==> src/rtl/fifo_wr_arbiter_if.sv <==
// Requester/FIFO write-side bundle for fifo_wr_arbiter.
// The master modport is the arbiter; the slave modport is the requesters plus the FIFO.
interface fifo_wr_arbiter_if #(
    parameter int N = 3,
    parameter int W = 3
);
    logic [N-1:0]   req;
    logic [N*W-1:0] din;
    logic [N-1:0]   ack;
    logic           fifo_full;
    logic           fifo_wr;
    logic [W-1:0]   fifo_din;
    logic [N-1:0]   gnt;
    logic           busy;

    modport master (
        input  req, din, fifo_full,
        output ack, fifo_wr, fifo_din, gnt, busy
    );

    modport slave (
        output req, din, fifo_full,
        input  ack, fifo_wr, fifo_din, gnt, busy
    );
endinterface

==> src/rtl/fifo_wr_arbiter.sv <==
// Round-robin burst arbiter sharing one FIFO write port among N requesters.
// Define FIFO_WR_ARB_PRIO0_EN to give requester 0 strict priority over the rotation.
module fifo_wr_arbiter #(
    parameter int N     = 3,
    parameter int W     = 3,
    parameter int BURST = 4
) (
    input  logic              clk,
    input  logic              rst,
    fifo_wr_arbiter_if.master bus
);
    localparam int IW = (N > 1) ? $clog2(N) : 1;
    localparam int CW = 4;

    localparam logic [0:0] ST_IDLE  = 1'b0;
    localparam logic [0:0] ST_BURST = 1'b1;

    logic [0:0]    state_reg, state_next;
    logic [N-1:0]  gnt_reg, gnt_next;
    logic [IW-1:0] owner_reg, owner_next;
    logic [IW-1:0] ptr_reg, ptr_next;
    logic [CW-1:0] cnt_reg, cnt_next;

    logic          owner_req;
    logic          wr_ok;
    logic          pick_valid;
    logic [IW-1:0] pick_idx;
    logic [W-1:0]  din_sel;
    logic [W-1:0]  masked [N];

    assign owner_req = bus.req[owner_reg];
    // rst gates the write so nothing is acked in a reset cycle
    assign wr_ok     = rst & (state_reg == ST_BURST) & owner_req & ~bus.fifo_full;

    generate
        for (genvar gi = 0; gi < N; gi++) begin : g_port
            assign bus.ack[gi] = wr_ok & gnt_reg[gi];
            assign masked[gi]  = gnt_reg[gi] ? bus.din[gi*W +: W] : '0;
        end
    endgenerate

    always_comb begin
        din_sel = '0;
        for (int i = 0; i < N; i++) begin
            din_sel = din_sel | masked[i];
        end
    end

    assign bus.fifo_wr  = wr_ok;
    assign bus.fifo_din = wr_ok ? din_sel : '0;
    assign bus.gnt      = gnt_reg;
    assign bus.busy     = (state_reg == ST_BURST);

    // Scan downward so the lowest offset from ptr wins.
    always_comb begin
        logic [IW:0] sum;
        pick_valid = 1'b0;
        pick_idx   = '0;
        sum        = '0;
        for (int k = N - 1; k >= 0; k--) begin
            sum = {1'b0, ptr_reg} + (IW+1)'(k);
            if (sum >= (IW+1)'(N)) begin
                sum = sum - (IW+1)'(N);
            end
            if (bus.req[sum[IW-1:0]]) begin
                pick_valid = 1'b1;
                pick_idx   = sum[IW-1:0];
            end
        end
`ifdef FIFO_WR_ARB_PRIO0_EN
        if (bus.req[0]) begin
            pick_valid = 1'b1;
            pick_idx   = '0;
        end
`endif
    end

    always_comb begin
        state_next = state_reg;
        gnt_next   = gnt_reg;
        owner_next = owner_reg;
        ptr_next   = ptr_reg;
        cnt_next   = cnt_reg;
        if (state_reg == ST_IDLE) begin
            if (pick_valid) begin
                state_next = ST_BURST;
                gnt_next   = N'(1) << pick_idx;
                owner_next = pick_idx;
                cnt_next   = '0;
            end
        end else begin
            if (wr_ok) begin
                cnt_next = cnt_reg + CW'(1);
            end
            if ((wr_ok && cnt_reg == CW'(BURST - 1)) || !owner_req) begin
                state_next = ST_IDLE;
                gnt_next   = '0;
                cnt_next   = '0;
                ptr_next   = (owner_reg == IW'(N - 1)) ? '0 : owner_reg + IW'(1);
`ifdef FIFO_WR_ARB_PRIO0_EN
                // a priority grant to 0 leaves the rotation where it was
                if (owner_reg == '0) begin
                    ptr_next = ptr_reg;
                end
`endif
            end
        end
    end

    always_ff @(posedge clk) begin
        if (!rst) begin
            state_reg <= ST_IDLE;
            gnt_reg   <= '0;
            owner_reg <= '0;
            ptr_reg   <= '0;
            cnt_reg   <= '0;
        end else begin
            state_reg <= state_next;
            gnt_reg   <= gnt_next;
            owner_reg <= owner_next;
            ptr_reg   <= ptr_next;
            cnt_reg   <= cnt_next;
        end
    end
endmodule

==> src/flat_wrapper.sv <==
// flat-port wrapper written by rule: the top's interface ports become plain ports
module fifo_wr_arbiter_flat 
#(
    parameter int N     = 3,
    parameter int W     = 3,
    parameter int BURST = 4
)
  (clk, rst, bus_req, bus_din, bus_fifo_full, bus_ack, bus_fifo_wr, bus_fifo_din, bus_gnt, bus_busy);
  fifo_wr_arbiter_if #(.N(N), .W(W)) bus_i ();
  input  logic clk;
  input  logic rst;
  input wire logic [$bits(bus_i.req)-1:0] bus_req;
  input wire logic [$bits(bus_i.din)-1:0] bus_din;
  input wire logic [$bits(bus_i.fifo_full)-1:0] bus_fifo_full;
  output wire logic [$bits(bus_i.ack)-1:0] bus_ack;
  output wire logic [$bits(bus_i.fifo_wr)-1:0] bus_fifo_wr;
  output wire logic [$bits(bus_i.fifo_din)-1:0] bus_fifo_din;
  output wire logic [$bits(bus_i.gnt)-1:0] bus_gnt;
  output wire logic [$bits(bus_i.busy)-1:0] bus_busy;
  assign bus_i.req = bus_req;
  assign bus_i.din = bus_din;
  assign bus_i.fifo_full = bus_fifo_full;
  assign bus_ack = bus_i.ack;
  assign bus_fifo_wr = bus_i.fifo_wr;
  assign bus_fifo_din = bus_i.fifo_din;
  assign bus_gnt = bus_i.gnt;
  assign bus_busy = bus_i.busy;
  fifo_wr_arbiter #(.N(N), .W(W), .BURST(BURST)) u_core (.clk(clk), .rst(rst), .bus(bus_i));
endmodule
==> config.mk <==
export PLATFORM = sky130hd
export DESIGN_NAME = fifo_wr_arbiter_flat
export DESIGN_NICKNAME = d
export VERILOG_FILES = /design/src/rtl/fifo_wr_arbiter_if.sv /design/src/rtl/fifo_wr_arbiter.sv /design/src/flat_wrapper.sv
export SDC_FILE = /design/constraint.sdc
export NUM_CORES = 1
export LEC_CHECK = 0
export BUFFER_PORTS_ARGS = -buffer_cell sky130_fd_sc_hd__buf_2
export CORE_MARGIN = 2
export CORE_UTILIZATION = 45
export CTS_CLUSTER_DIAMETER = 30
export DETAILED_ROUTE_END_ITERATION = 12
export PLACE_DENSITY = 0.73
export SKIP_LAST_GASP = 1
export SLEW_MARGIN = 5
export SYNTH_ARGS = -nofsm -noshare
export SYNTH_HDL_FRONTEND = slang
export SYNTH_SLANG_ARGS = --single-unit
==> constraint.sdc <==
create_clock -name clk -period 2.6 [get_ports clk]
set_input_delay 0.52 -clock clk [delete_from_list [all_inputs] [get_ports clk]]
set_output_delay 0.52 -clock clk [all_outputs]
set_load 0.02 [all_outputs]
==> metrics.log <==
[metrics] Core Area: approximately 0.0017 sq mm
[metrics] setup repair after global routing missed its margin: no
[metrics] Synthesis Warnings: 0
[metrics] grt ovf: 0
[metrics] post-synthesis cell area: 781 sq um
[metrics] clock latency reported for the late side of the worst-skew pair: 0.29 ns
[metrics] share of post-route cells with drive strength above 1: about a quarter
[metrics] number of inserted filler cells in the final layout: about 160
[metrics] Post-Synth XOR/XNOR Area: 0%
[metrics] height of the die: about 46 um
[metrics] final weighted congestion in routability-driven placement: between 0.6 and 0.7
[metrics] net count of the finished layout: 141
[metrics] Cell variety after synth: 34
[metrics] drt first pass iters: 5
[metrics] time the final worst path needs with I/O delays and setup: between 2 and 2.5 ns
[metrics] flip-flop count of the largest register, all copies and words added: 4
[metrics] Post-Route Utilization: a little under three fifths
[metrics] number of nets produced by synthesis: about 110
[metrics] number of ports placed on the die boundary: 26
[metrics] Die Area: about 0.0021 sq mm
[metrics] number of antenna violations at the first check in global routing: 0
[metrics] Cell Area, Placed: just over 900 sq um
[metrics] number of vias per cell after detailed routing: around 5.7
[metrics] initial core utilization: 46.7%
[metrics] required time of the critical path: between 2 and 2.5 ns
[metrics] cell family with the largest share of critical-path delay: simple AND/OR/NAND/NOR gates
[metrics] power per cell area: 523 mW/mm^2
[metrics] setup-violating endpoint count in the final report: 0
[metrics] number of setup buffers added after CTS: 0
[metrics] non-filler instance count after layout: about 140
[metrics] maximum fanout along the worst path: 5
[metrics] Max VDD drop: 0.000349 V
[metrics] vias in the first global route: ~630
[metrics] maximum number of pins on one net before global-route repair: 11
[metrics] Final Hold Viols: 0
[metrics] total length of routed wires: 1.74 mm
[metrics] Hold/Removal Path Class: reg2reg
[metrics] wire length of the first global-routing pass: 2.55 mm
[metrics] post-synthesis sequential element count: 12
[metrics] clock root cell: clkbuf_4
[metrics] ordered list of cells on the worst path: mux2i_1, o21a_1, or3_1, inv_1, and2_1, buf_2
[metrics] slew at the pin closest to its max-slew limit: between 0.4 and 0.5 ns
[metrics] total instance count after detailed placement: roughly 130
[metrics] main combinational cell family by area after synthesis: compound AO/OA/AOI/OAI gates
[metrics] via count of the routed design: around 790
[metrics] TritonCTS Buffers: 3
[metrics] area used by multi-input combinational logic: a little under 500 sq um
[metrics] hold buffer count at CTS: 0
[metrics] max_slew headroom: 67.6%
[metrics] endpoint type of the worst setup path: output pin
[metrics] most common cell after layout, fill and taps aside: buf_2
[metrics] Worst Skew: between 0.009 and 0.01 ns
[metrics] cell with the biggest individual delay on the critical path: dfxtp_1
[metrics] Syn Area/Cell: 8.22 sq um
[metrics] Max-Cap Viols: 0
[metrics] flip-flop and latch area: between 200 and 250 sq um
[metrics] leakage: 0.433 nW
[metrics] peak clock frequency supported by timing: 436 MHz
[metrics] buffering stage count on the worst path with inverters included: 2
[metrics] Detailed Route Iter0 Violations: 15
[metrics] final max-slew violation count: 0
[metrics] Layout area overhead: 20.8%
[metrics] sequential fraction of the synthesis area: a little under a third
[metrics] CTS tree: built
[metrics] startpoint kind of the worst setup timing path: flip-flop
[metrics] # port buffers: 25
[metrics] Simple-Gate Fraction of Synth Area: between 20% and 30%
[metrics] sum of negative setup slack: 0 ns
[metrics] final design area excluding fillers: about 940 sq um
[metrics] Total GRT Usage: approximately 17%
[metrics] diode insertion count for antenna repair: 0
[metrics] clock-pin slew on the worst setup and hold paths: approximately 0.07 ns
[metrics] status: finished clean
[metrics] antenna violation net count after detailed routing: 0
[metrics] fraction of synthesized area in multiplexers: under 10%
[metrics] top library cells by usage in the layout, fill and taps aside: buf_2 (25), dfxtp_1 (12), nand2_1 (9), nor2_1 (8), inv_1 (7)
[metrics] remaining design rule violation count: 0
[metrics] period utilisation layout: around 88%
[metrics] cells after synthesis: 95
[metrics] arithmetic-cell share of the synthesized area counting full adders, half adders and majority gates: under 10%
[metrics] site row count: 15
[metrics] DP HPWL: 1.40 mm
[metrics] CTS Sinks: 12
[metrics] worst stage delay on the critical path: 0.41 ns
[metrics] horizontal extent of the die: between 40 and 50 um
[metrics] Worst EP arrival: roughly 1.8 ns
[metrics] area fraction in compound gates after synthesis: 28.5%
[metrics] routed wire length per instance: ~13 um
[metrics] deepest level of the CTS H-tree: 1
[metrics] post-CTS resize count: 0
[metrics] deepest clock path buffer count: 2
[metrics] category of the most critical setup path: reg2out
-- where the power goes --
part | switching [W] | internal [W] | leakage (nW)
clock network | 0.0000694 | 0.0000853 | 0.0210
logic | 0.0000719 | 0.0000549 | 0.315
registers | 0.0000152 | 0.000197 | 0.0978
total | 0.000156 | 0.000337 | 0.433
-- routing by layer --
layer	vias up	part of all wire, %	global-route usage [%]
li1	407	-	-
met1	370	46	19.7
met2	12	51	29.0
met3	2	2.5	4.76
met4	0	1.0	7.06
met5	-	0	0
-- layout make-up --
| class | instances | share of cell area, % |
|---|---|---|
| Inverter | 7 | 2.79 |
| Clock buffer | 4 | 3.85 |
| Sequential cell | 12 | 25.5 |
| Multi-Input combinational cell | 73 | 52.4 |
| Tap cell | 17 | 2.25 |
| Timing Repair Buffer | 25 | 13.3 |
-- per-stage QoR --
step                      total power (W)  hold WS, ns  setup slack (ns)
final                            0.000493        0.499             0.308
after detailed placement         0.000342        0.496             0.375
after global routing             0.000516        0.540             0.204
after floorplan                  0.000306        0.467             0.486
after global placement           0.000338        0.484             0.406
after CTS                        0.000493        0.506             0.310
-- cell usage after synthesis --
cell type / n / share of area, %
a211o_1: 3 / 3.4
a21oi_1: 1 / 0.64
a222oi_1: 3 / 3.8
a22o_1: 3 / 3.4
a32o_1: 1 / 1.3
and2_1: 3 / 2.4
and3_1: 1 / 0.80
buf_2: 1 / 0.64
buf_6: 1 / 1.4
clkbuf_1: 1 / 0.48
dfxtp_1: 12 / 31
ha_1: 4 / 6.4
inv_1: 7 / 3.4
mux2_1: 1 / 1.4
mux2i_1: 1 / 1.3
nand2_1: 9 / 4.3
nand2b_1: 4 / 3.2
nand3_1: 3 / 1.9
nand3b_1: 2 / 1.9
nand4_1: 1 / 0.80
nor2_1: 8 / 3.8
nor2b_1: 3 / 2.4
nor3_1: 2 / 1.3
nor4b_1: 1 / 1.1
o211a_1: 1 / 1.3
o211ai_1: 1 / 0.96
o21a_1: 1 / 0.96
o21ai_0: 5 / 3.2
o21ai_2: 1 / 1.1
o221ai_1: 2 / 2.2
o22ai_1: 3 / 2.4
o22ai_2: 1 / 1.6
o2bb2ai_1: 2 / 2.2
or3_1: 2 / 1.6
-- logic make-up (layout without fill, tap and decap cells) --
logic type               after synthesis  count (layout)
AND/OR/NAND/NOR                       39              39
flip-flops                            12              12
adder cells (fa/ha/maj)                4               4
multiplexers                           2               2
buffers and inverters                 10              36
AO/OA/AOI/OAI                         28              28
-- worst paths after layout --
check                      startpoint                 to  slack [ns]  depth (start not counted)
setup / recovery  u_core.owner_reg[1]         bus_ack[2]        0.31                          6
hold / removal      u_core.ptr_reg[0]  u_core.ptr_reg[0]        0.50                          2
setup reg to reg    u_core.ptr_reg[1]  u_core.bus.gnt[0]        0.58                          7
hold reg to reg     u_core.ptr_reg[0]  u_core.ptr_reg[0]        0.50                          2
-- worst reg2reg max path, cell delays in order, from the launching register on --
cell	delay, ns
dfxtp_1	0.38
inv_1	0.06
ha_1	0.25
a22o_1	0.26
a211o_1	0.26
a22o_1	0.31
nor2b_1	0.17
a32o_1	0.25
(Power assumes the default switching activity.)
